===== config.mk =====
export PLATFORM = sky130hd
export DESIGN_NAME = usb_uart_tx_arbiter
export DESIGN_NICKNAME = d
export VERILOG_FILES = /design/src/rtl/usb_uart_pkg.sv /design/src/rtl/usb_rr_pick.sv /design/src/rtl/usb_uart_tx_arbiter.sv
export SDC_FILE = /design/constraint.sdc
export NUM_CORES = 1
export LEC_CHECK = 0
export ABC_AREA = 1
export CAP_MARGIN = 20
export CORE_UTILIZATION = 44
export CTS_CLUSTER_SIZE = 30
export DETAILED_ROUTE_END_ITERATION = 7
export PLACE_DENSITY = 0.77
export SKIP_LAST_GASP = 1
export SLEW_MARGIN = 20
export SYNTH_ARGS = -nofsm -noshare
export SYNTH_HDL_FRONTEND = slang
export SYNTH_SLANG_ARGS = --single-unit

===== constraint.sdc =====
create_clock -name clk_48mhz -period 1.8 [get_ports clk_48mhz]
set_input_delay 0.54 -clock clk_48mhz [delete_from_list [all_inputs] [get_ports clk_48mhz]]
set_output_delay 0.54 -clock clk_48mhz [all_outputs]
set_load 0.05 [all_outputs]

===== src/rtl/usb_uart_pkg.sv =====
// ---------------------------------------------------------------------------
// usb_uart_pkg
// Shared definitions for the USB UART transmit-side arbiter.
//   - State encoding for the arbiter FSM (IDLE, TAG, BURST).
//   - TAG_PREFIX: upper nibble of the channel tag byte.
//   - CNT_W: width of the burst and idle counters.
// ---------------------------------------------------------------------------
package usb_uart_pkg;

    localparam int CNT_W = 8;

    localparam logic [3:0] TAG_PREFIX = 4'hA;

    localparam logic [1:0] ST_IDLE  = 2'd0;
    localparam logic [1:0] ST_TAG   = 2'd1;
    localparam logic [1:0] ST_BURST = 2'd2;

    typedef enum logic [1:0] {
        IDLE  = ST_IDLE,
        TAG   = ST_TAG,
        BURST = ST_BURST
    } state_t;

endpackage


===== src/rtl/usb_rr_pick.sv =====
// ---------------------------------------------------------------------------
// usb_rr_pick
// Combinational round-robin picker. Searches req upward starting at last+1
// (modulo NUM_REQ) and reports the first set bit.
// Ports:
//   req    - request vector, one bit per requester
//   last   - index of the previous winner
//   found  - at least one request is set
//   onehot - one-hot winner (zero when nothing found)
//   idx    - binary index of the winner (zero when nothing found)
// ---------------------------------------------------------------------------
module usb_rr_pick #(
    parameter int NUM_REQ = 4
) (
    input  logic [NUM_REQ-1:0]         req,
    input  logic [$clog2(NUM_REQ)-1:0] last,
    output logic                       found,
    output logic [NUM_REQ-1:0]         onehot,
    output logic [$clog2(NUM_REQ)-1:0] idx
);

    localparam int IDX_W = $clog2(NUM_REQ);

    int               cand;
    logic [IDX_W-1:0] cand_idx;

    // Walk offsets from farthest to nearest so the nearest requester after
    // 'last' is the one left standing when the loop finishes.
    always_comb begin
        found    = 1'b0;
        onehot   = '0;
        idx      = '0;
        cand     = 0;
        cand_idx = '0;
        for (int off = NUM_REQ; off >= 1; off--) begin
            cand     = (int'(last) + off) % NUM_REQ;
            cand_idx = cand[IDX_W-1:0];
            if (req[cand_idx]) begin
                found            = 1'b1;
                idx              = cand_idx;
                onehot           = '0;
                onehot[cand_idx] = 1'b1;
            end
        end
    end

endmodule


===== src/rtl/usb_uart_tx_arbiter.sv =====
// ---------------------------------------------------------------------------
// usb_uart_tx_arbiter
// Shares the device-to-host byte pipe of the USB UART between NUM_REQ byte
// streams. Round-robin grant, held for a burst that ends after MAX_BURST
// accepted bytes or IDLE_TIMEOUT consecutive cycles of the owner idling.
// Optional build macro USB_UART_ARB_TAG_EN inserts a channel tag byte
// ({TAG_PREFIX, index}) before a burst whose owner differs from the last
// tagged channel.
// Ports:
//   clk_48mhz     - system clock
//   reset_n       - asynchronous active-low reset
//   req_data      - requester bytes, requester i on [8i+7:8i]
//   req_valid     - per-requester valid
//   req_ready     - per-requester ready (only the owner can see ready)
//   uart_in_data  - byte to usb_uart
//   uart_in_valid - valid to usb_uart
//   uart_in_ready - ready from usb_uart
//   grant         - one-hot current owner, zero when idle
//   busy          - high whenever the FSM is not in IDLE
// ---------------------------------------------------------------------------
module usb_uart_tx_arbiter
    import usb_uart_pkg::*;
#(
    parameter int NUM_REQ      = 4,
    parameter int MAX_BURST    = 64,
    parameter int IDLE_TIMEOUT = 16
) (
    input  logic                 clk_48mhz,
    input  logic                 reset_n,
    input  logic [NUM_REQ*8-1:0] req_data,
    input  logic [NUM_REQ-1:0]   req_valid,
    output logic [NUM_REQ-1:0]   req_ready,
    output logic [7:0]           uart_in_data,
    output logic                 uart_in_valid,
    input  logic                 uart_in_ready,
    output logic [NUM_REQ-1:0]   grant,
    output logic                 busy
);

    localparam int               IDX_W      = $clog2(NUM_REQ);
    localparam logic [CNT_W-1:0] BURST_LAST = CNT_W'(MAX_BURST - 1);
    localparam logic [CNT_W-1:0] IDLE_LAST  = CNT_W'(IDLE_TIMEOUT - 1);

    state_t             state_reg, state_next;
    logic [NUM_REQ-1:0] grant_reg, grant_next;
    logic [IDX_W-1:0]   grant_idx_reg, grant_idx_next;
    logic [IDX_W-1:0]   last_idx_reg, last_idx_next;
    logic [CNT_W-1:0]   burst_cnt_reg, burst_cnt_next;
    logic [CNT_W-1:0]   idle_cnt_reg, idle_cnt_next;
`ifdef USB_UART_ARB_TAG_EN
    logic               tag_valid_reg, tag_valid_next;
    logic [IDX_W-1:0]   tag_idx_reg, tag_idx_next;
`endif

    logic [7:0]         req_bytes [NUM_REQ];
    logic               pick_found;
    logic [NUM_REQ-1:0] pick_onehot;
    logic [IDX_W-1:0]   pick_idx;
    logic               cur_valid;
    logic               cur_xfer;

    generate
        for (genvar gi = 0; gi < NUM_REQ; gi++) begin : g_bytes
            assign req_bytes[gi] = req_data[8*gi +: 8];
        end
    endgenerate

    usb_rr_pick #(
        .NUM_REQ (NUM_REQ)
    ) u_pick (
        .req    (req_valid),
        .last   (last_idx_reg),
        .found  (pick_found),
        .onehot (pick_onehot),
        .idx    (pick_idx)
    );

    assign cur_valid = req_valid[grant_idx_reg];
    assign cur_xfer  = (state_reg == BURST) && cur_valid && uart_in_ready;

    assign grant = grant_reg;
    assign busy  = (state_reg != IDLE);

    // Output side is purely a function of state, so reset clears it at once.
    always_comb begin
        uart_in_data  = '0;
        uart_in_valid = 1'b0;
        req_ready     = '0;
        case (state_reg)
            BURST: begin
                uart_in_data             = req_bytes[grant_idx_reg];
                uart_in_valid            = cur_valid;
                req_ready[grant_idx_reg] = uart_in_ready;
            end
`ifdef USB_UART_ARB_TAG_EN
            TAG: begin
                uart_in_data  = {TAG_PREFIX, 4'(grant_idx_reg)};
                uart_in_valid = 1'b1;
            end
`endif
            default: ;
        endcase
    end

    always_comb begin
        state_next     = state_reg;
        grant_next     = grant_reg;
        grant_idx_next = grant_idx_reg;
        last_idx_next  = last_idx_reg;
        burst_cnt_next = burst_cnt_reg;
        idle_cnt_next  = idle_cnt_reg;
`ifdef USB_UART_ARB_TAG_EN
        tag_valid_next = tag_valid_reg;
        tag_idx_next   = tag_idx_reg;
`endif
        case (state_reg)
            IDLE: begin
                if (pick_found) begin
                    grant_next     = pick_onehot;
                    grant_idx_next = pick_idx;
                    last_idx_next  = pick_idx;
                    burst_cnt_next = '0;
                    idle_cnt_next  = '0;
`ifdef USB_UART_ARB_TAG_EN
                    if (!tag_valid_reg || (tag_idx_reg != pick_idx)) begin
                        state_next = TAG;
                    end else begin
                        state_next = BURST;
                    end
`else
                    state_next = BURST;
`endif
                end
            end
`ifdef USB_UART_ARB_TAG_EN
            TAG: begin
                // Tag byte is not part of the burst count.
                if (uart_in_ready) begin
                    tag_valid_next = 1'b1;
                    tag_idx_next   = grant_idx_reg;
                    state_next     = BURST;
                end
            end
`endif
            BURST: begin
                if (cur_xfer) begin
                    burst_cnt_next = burst_cnt_reg + 1'b1;
                end
                if (cur_valid) begin
                    idle_cnt_next = '0;
                end else begin
                    idle_cnt_next = idle_cnt_reg + 1'b1;
                end
                // Either limit ends the burst; both at once still exit once.
                if ((cur_xfer && (burst_cnt_reg == BURST_LAST)) ||
                    (!cur_valid && (idle_cnt_reg == IDLE_LAST))) begin
                    state_next     = IDLE;
                    grant_next     = '0;
                    burst_cnt_next = '0;
                    idle_cnt_next  = '0;
                end
            end
            default: begin
                state_next     = IDLE;
                grant_next     = '0;
                burst_cnt_next = '0;
                idle_cnt_next  = '0;
            end
        endcase
    end

    always_ff @(posedge clk_48mhz or negedge reset_n) begin
        if (!reset_n) begin
            state_reg     <= IDLE;
            grant_reg     <= '0;
            grant_idx_reg <= '0;
            // Requester 0 gets first pick after reset.
            last_idx_reg  <= IDX_W'(NUM_REQ - 1);
            burst_cnt_reg <= '0;
            idle_cnt_reg  <= '0;
`ifdef USB_UART_ARB_TAG_EN
            tag_valid_reg <= 1'b0;
            tag_idx_reg   <= '0;
`endif
        end else begin
            state_reg     <= state_next;
            grant_reg     <= grant_next;
            grant_idx_reg <= grant_idx_next;
            last_idx_reg  <= last_idx_next;
            burst_cnt_reg <= burst_cnt_next;
            idle_cnt_reg  <= idle_cnt_next;
`ifdef USB_UART_ARB_TAG_EN
            tag_valid_reg <= tag_valid_next;
            tag_idx_reg   <= tag_idx_next;
`endif
        end
    end

endmodule


After elaboration in Yosys (flattened, before gate mapping):

Index checks and enable logic that the tools add are counted.

* register bits after elaboration: 26
* bits of input ports: 39
* output and inout port bits: 18
* word-level logic and storage cells: 98

* $add $sub $neg: 6
* order comparisons: 11
* eq/ne operators: 6
* multiplexer cells: 51
* bitwise gates (word level): 2
* reductions and logical operators: 16

Operator list (number)
* $mux 8: 8
* $pmux 8 s2: 2
* $mux 4: 7
* $add 8x1->8 const B: 2
* $bmux 8 s2: 1
* $lt 2x3->1 const B: 5
* $mux 1: 15
* $mux 2: 6
* $bmux 1 s2: 5
* $demux 1 s2: 5
* $ge 2x1->1 const B: 5
* $logic_and 1x1->1: 9
* $eq 8x4->1 const B: 1
* $eq 8x6->1 const B: 1
* $pmux 4 s2: 1
* $reduce_and 2->1: 3
* $add 2x1->2 const B: 2
* $add 2x2->2 const B: 2
* $and 4x4->4: 1
* $pmux 2 s2: 1
* $ge 3x3->1 const B: 1
* $ne 3x2->1 const B: 1
* $not 2->3: 1
* $eq 2x2->1 const B: 1
* 6 further kinds: 6

Logic depth before layout (Yosys ltp):

* word-level depth: 11
* gate-level depth with buffers: 12
* mapped depth without buffers: 12

Cells and area by module:

From an unflattened synthesis, not the netlist that was laid out.

* cells, all modules: 311
* area total of the unflattened synthesis: 2074.5 um^2

By module, submodules not included
* usb_uart_tx_arbiter: times used 1, cells each 223, area each 1612.8 um^2, sequential area each 628.1 um^2
* usb_rr_pick: times used 1, cells each 88, area each 461.7 um^2, sequential area each 0.0 um^2

Worst setup path before layout:

No wires, ideal clock.

* path type: register to output
* from: register state_reg[1]
* to: output uart_in_data[0]
* arrival: 2.158 ns
* required time: 1.260 ns
* setup slack: -0.898 ns
* stages on the path, launching flop included: 5
* buffers on the path: 2
* cells stage by stage: dfrtp_1 > buf_2 > clkinv_1 > clkbuf_1 > a31oi_1

* cells in the longest elaborated chain, start to end: 2

Ends and longest elaborated chain
* start, declared: RTL line usb_uart_tx_arbiter.sv:44 `state_t state_reg, state_next;`
* start signal, assigned: RTL line usb_uart_tx_arbiter.sv:186 `state_reg <= state_next;`
* $eq 2x2->1: RTL line usb_uart_tx_arbiter.sv:89 `case (state_reg)`
* $mux 8: RTL line usb_uart_tx_arbiter.sv:89
* end, declared: RTL line usb_uart_tx_arbiter.sv:33 `output logic [7:0] uart_in_data,`

Every way passes these cells.

Worst setup path after layout:

* from: input req_data[6]
* to: output uart_in_data[6]

* cells in the longest elaborated chain, start to end: 4

Ends and longest elaborated chain
* start, declared: RTL line usb_uart_tx_arbiter.sv:30 `input logic [NUM_REQ*8-1:0] req_data,`
* $bmux 8 s2: RTL line usb_uart_tx_arbiter.sv:91 `uart_in_data = req_bytes[grant_idx_reg];`
* $mux 8 (not written as such) (2 in series): RTL line usb_uart_tx_arbiter.sv:91
* $mux 8: RTL line usb_uart_tx_arbiter.sv:89

Every way passes these cells. The select of a mux whose other input is x is not followed.

==> impl_results.md <==
- Number of inserted filler cells in the final layout: 290
- Most frequent standard cell in the layout excluding fill and tap cells: nand2_1
- Die outline area: 0.00515 mm^2
- Via count of the first global-routing pass: 2518
- Count of yosys warnings during synthesis: 0
- Global Route Usage Sum: 0.266
- Critical path class: input pin to output port
- Maximum achievable frequency: 467 MHz
- Leading cell types in the layout, fill and taps excluded: 90 x nand2_1, 46 x buf_4, 33 x clkdlybuf4s50_1, 31 x inv_1, 29 x nand3_1
- Final weighted congestion of routability-driven global placement: 0.913
- Summed negative setup slack over all endpoints: -2.90 ns
- Clk pin slew, worst setup/hold paths: 0.09 ns
- Cell with the biggest individual delay on the critical path: clkdlybuf4s50_1
- Synth Net Count: 369
- Clock tree from TritonCTS: done
- Total power density per cell area: 1760 mW/mm^2
- Number of vias after detailed routing: 2568
- CTS Buf Count: 3
- Routed wire length: 6.91 mm
- Worst hold start: grant[1]
- Post-synth EDFFs: 0
- Register bit total from synthesis: 25
- Cell variety after synth: 33
- Maximum fanout along the worst path: 1
- Die height: 71.8 um
- Sequential-to-total area share from yosys stat: 0.293
- Clock root cell: clkbuf_8
- Outcome: finished with violations
- Antenna diodes: 0
- Initial Utilization: 0.457
- Hold bufs inserted after CTS: 0
- Startpoint Class: input pin
- Maximum vdd drop: 0.00127 V
- Worst Reg-to-Reg Cells: 10
- Worst setup path start: req_data[6]
- Port Buffers: 56
- Violations in the final reports: setup timing
- First-pass iteration count of the detailed router: 6
- Die outline width: 71.8 um
- Number of vias per cell: 5.37
- Avg WL per Cell: 14.5 um
- Detailed Route Iter0 Violations: 175
- GRT overflow: 0
- Unrepaired setup endpoints after global routing: yes
- Predominant post-synthesis flop cell: dfrtp_1
- Critical path required time: 1.26 ns
- Final #Nets: 472
- Final number of hold-violating endpoints: 0
- Area added between synthesis and finish: 73.9%
- Part of the cycle the worst path needs: 1.19
- Final clock skew: 0.00272 ns
- Slew Viols, Final: 0
- Min Tclk post-route: 2.14 ns
- Antenna violations before repair: 0
- Critical Path Max Stage Delay: 0.43 ns
- Routed Antenna Nets: 0
- Number of max-cap violations: 0
- Post-Syn Instances: 322
- Clock sinks: 25
- Floorplan row count: 25
- Reg-to-reg critical path startpoint: last_idx_reg[0]
- Largest net degree at the start of global routing: 26
- Io pins: 57
- Fraction of layout cells with a size suffix above 1: 0.363
- Maximum level of the CTS H-tree: 1
- Ordered list of cells on the worst path: clkdlybuf4s50_1, a22oi_2, a31oi_4, buf_12
- Power consumption: 6.57 mW
- Worst hold path cell count: 2
- First-pass GRT wire length: 11.0 mm
- Total core area: 0.00469 mm^2
- Rel. slew slack: 0.639
- Post-Synthesis Cell Area: 0.00214 mm^2
- Share of flip-flops with an asynchronous set or reset after synthesis: 1.00
- Mean post-synth cell area: 6.66 um^2
- Worst min-delay path endpoint: grant[1]
- Share of the core filled with cells in the final layout: 0.794
- Area occupied by multi-input gates: 0.00171 mm^2
- Area of all sequential standard cells: 632 um^2
- Arrival time reported for the critical path endpoint: 1.60 ns
- Residual DRC count: 0
- Min-Delay Path Class: flop to flop
- Worst-skew pair later-pin latency: 0.27 ns
- Worst R2R End: burst_cnt_reg[3]
- Slew @ Worst Pin: 0.537 ns
- DP HPWL: 4.65 mm
- Leakage component of the power: 1.73 nW
- Minimum setup slack in the final design: -0.340 ns
- Type of destination of the critical path: output port
- Setup slack of the most critical reg-to-reg path: 0.06 ns
- Max clock buf depth: 2
- Setup violators final: 13
[worst max-delay path by stage]
stage,end,slack [ns],depth (start not counted)
floorplan,uart_in_data[0],-0.06,4
finish,uart_in_data[6],-0.34,4
global route,uart_in_data[6],-0.34,6
detailed placement,uart_in_valid,-0.46,8
global placement,uart_in_valid,-0.42,8
CTS,uart_in_valid,-0.27,8
[through the flow]
stage / instances / hold slack [ns] / area (um^2) / setup slack (ns)
after floorplan: 322 / 0.244 / 2370 / -0.0643
after global placement: 467 / 0.465 / 3370 / -0.416
after detailed placement: 467 / 0.473 / 3370 / -0.461
after CTS: 476 / 0.495 / 3590 / -0.269
after global routing: 478 / 0.519 / 3730 / -0.344
final: 478 / 0.498 / 3730 / -0.340
[critical path, delay by kind of cell]
| family | cells | cell delay (ns) |
|---|---|---|
| buffers and inverters | 2 | 0.61 |
| AOI/OAI and AO/OA | 2 | 0.45 |
[Yosys cell counts (4+ instances only)]
master	instances	share of area
nand4_1	8	0.023
inv_1	35	0.061
ha_1	8	0.047
inv_2	4	0.0070
nand2_2	4	0.012
nor2_1	26	0.046
nor3_1	5	0.012
o21ai_0	5	0.012
dfrtp_1	23	0.27
xor2_1	5	0.020
a22oi_1	8	0.028
nand3_1	44	0.10
a31oi_1	8	0.023
nand2_1	99	0.17
o21ai_2	4	0.016
o21ai_1	6	0.014
clkbuf_1	4	0.0070
[timing repair]
action,4_1_cts,5_1_grt
setup endpoints to repair,21,24
buffers inserted,5,4
resized for setup,35,26
pin swaps,18,17
hold endpoints to repair,0,0
[layer usage]
metal | wire (um) | vias to the layer above | track usage
met3 | 226 | 21 | 0.0197
met1 | 2860 | 1210 | 0.333
met5 | 0 | - | 0
li1 | - | 1265 | -
met2 | 3590 | 72 | 0.473
met4 | 232 | 0 | 0.107
[kinds of logic after synthesis]
family | count (synthesis) | share of synthesized area
AO/OA/AOI/OAI | 36 | 0.108
AND/OR/NAND/NOR | 198 | 0.430
adder cells (fa/ha/maj) | 8 | 0.0467
flip-flops | 25 | 0.293
buffers and inverters | 48 | 0.0940
XOR/XNOR | 7 | 0.0286
[final cells by class]
cell class | instances | area share
clock buffer | 4 | 0.0121
inverter | 40 | 0.0423
multi-input combinational | 249 | 0.459
sequential | 25 | 0.170
tap | 54 | 0.0181
timing repair buffer | 106 | 0.299
[power breakdown]
group / internal, mW / switching (mW)
logic: 2.37 / 2.95
registers: 0.743 / 0.166
clock network: 0.159 / 0.179
total: 3.27 / 3.30
No activity file was read; power rests on OpenSTA's default activity.
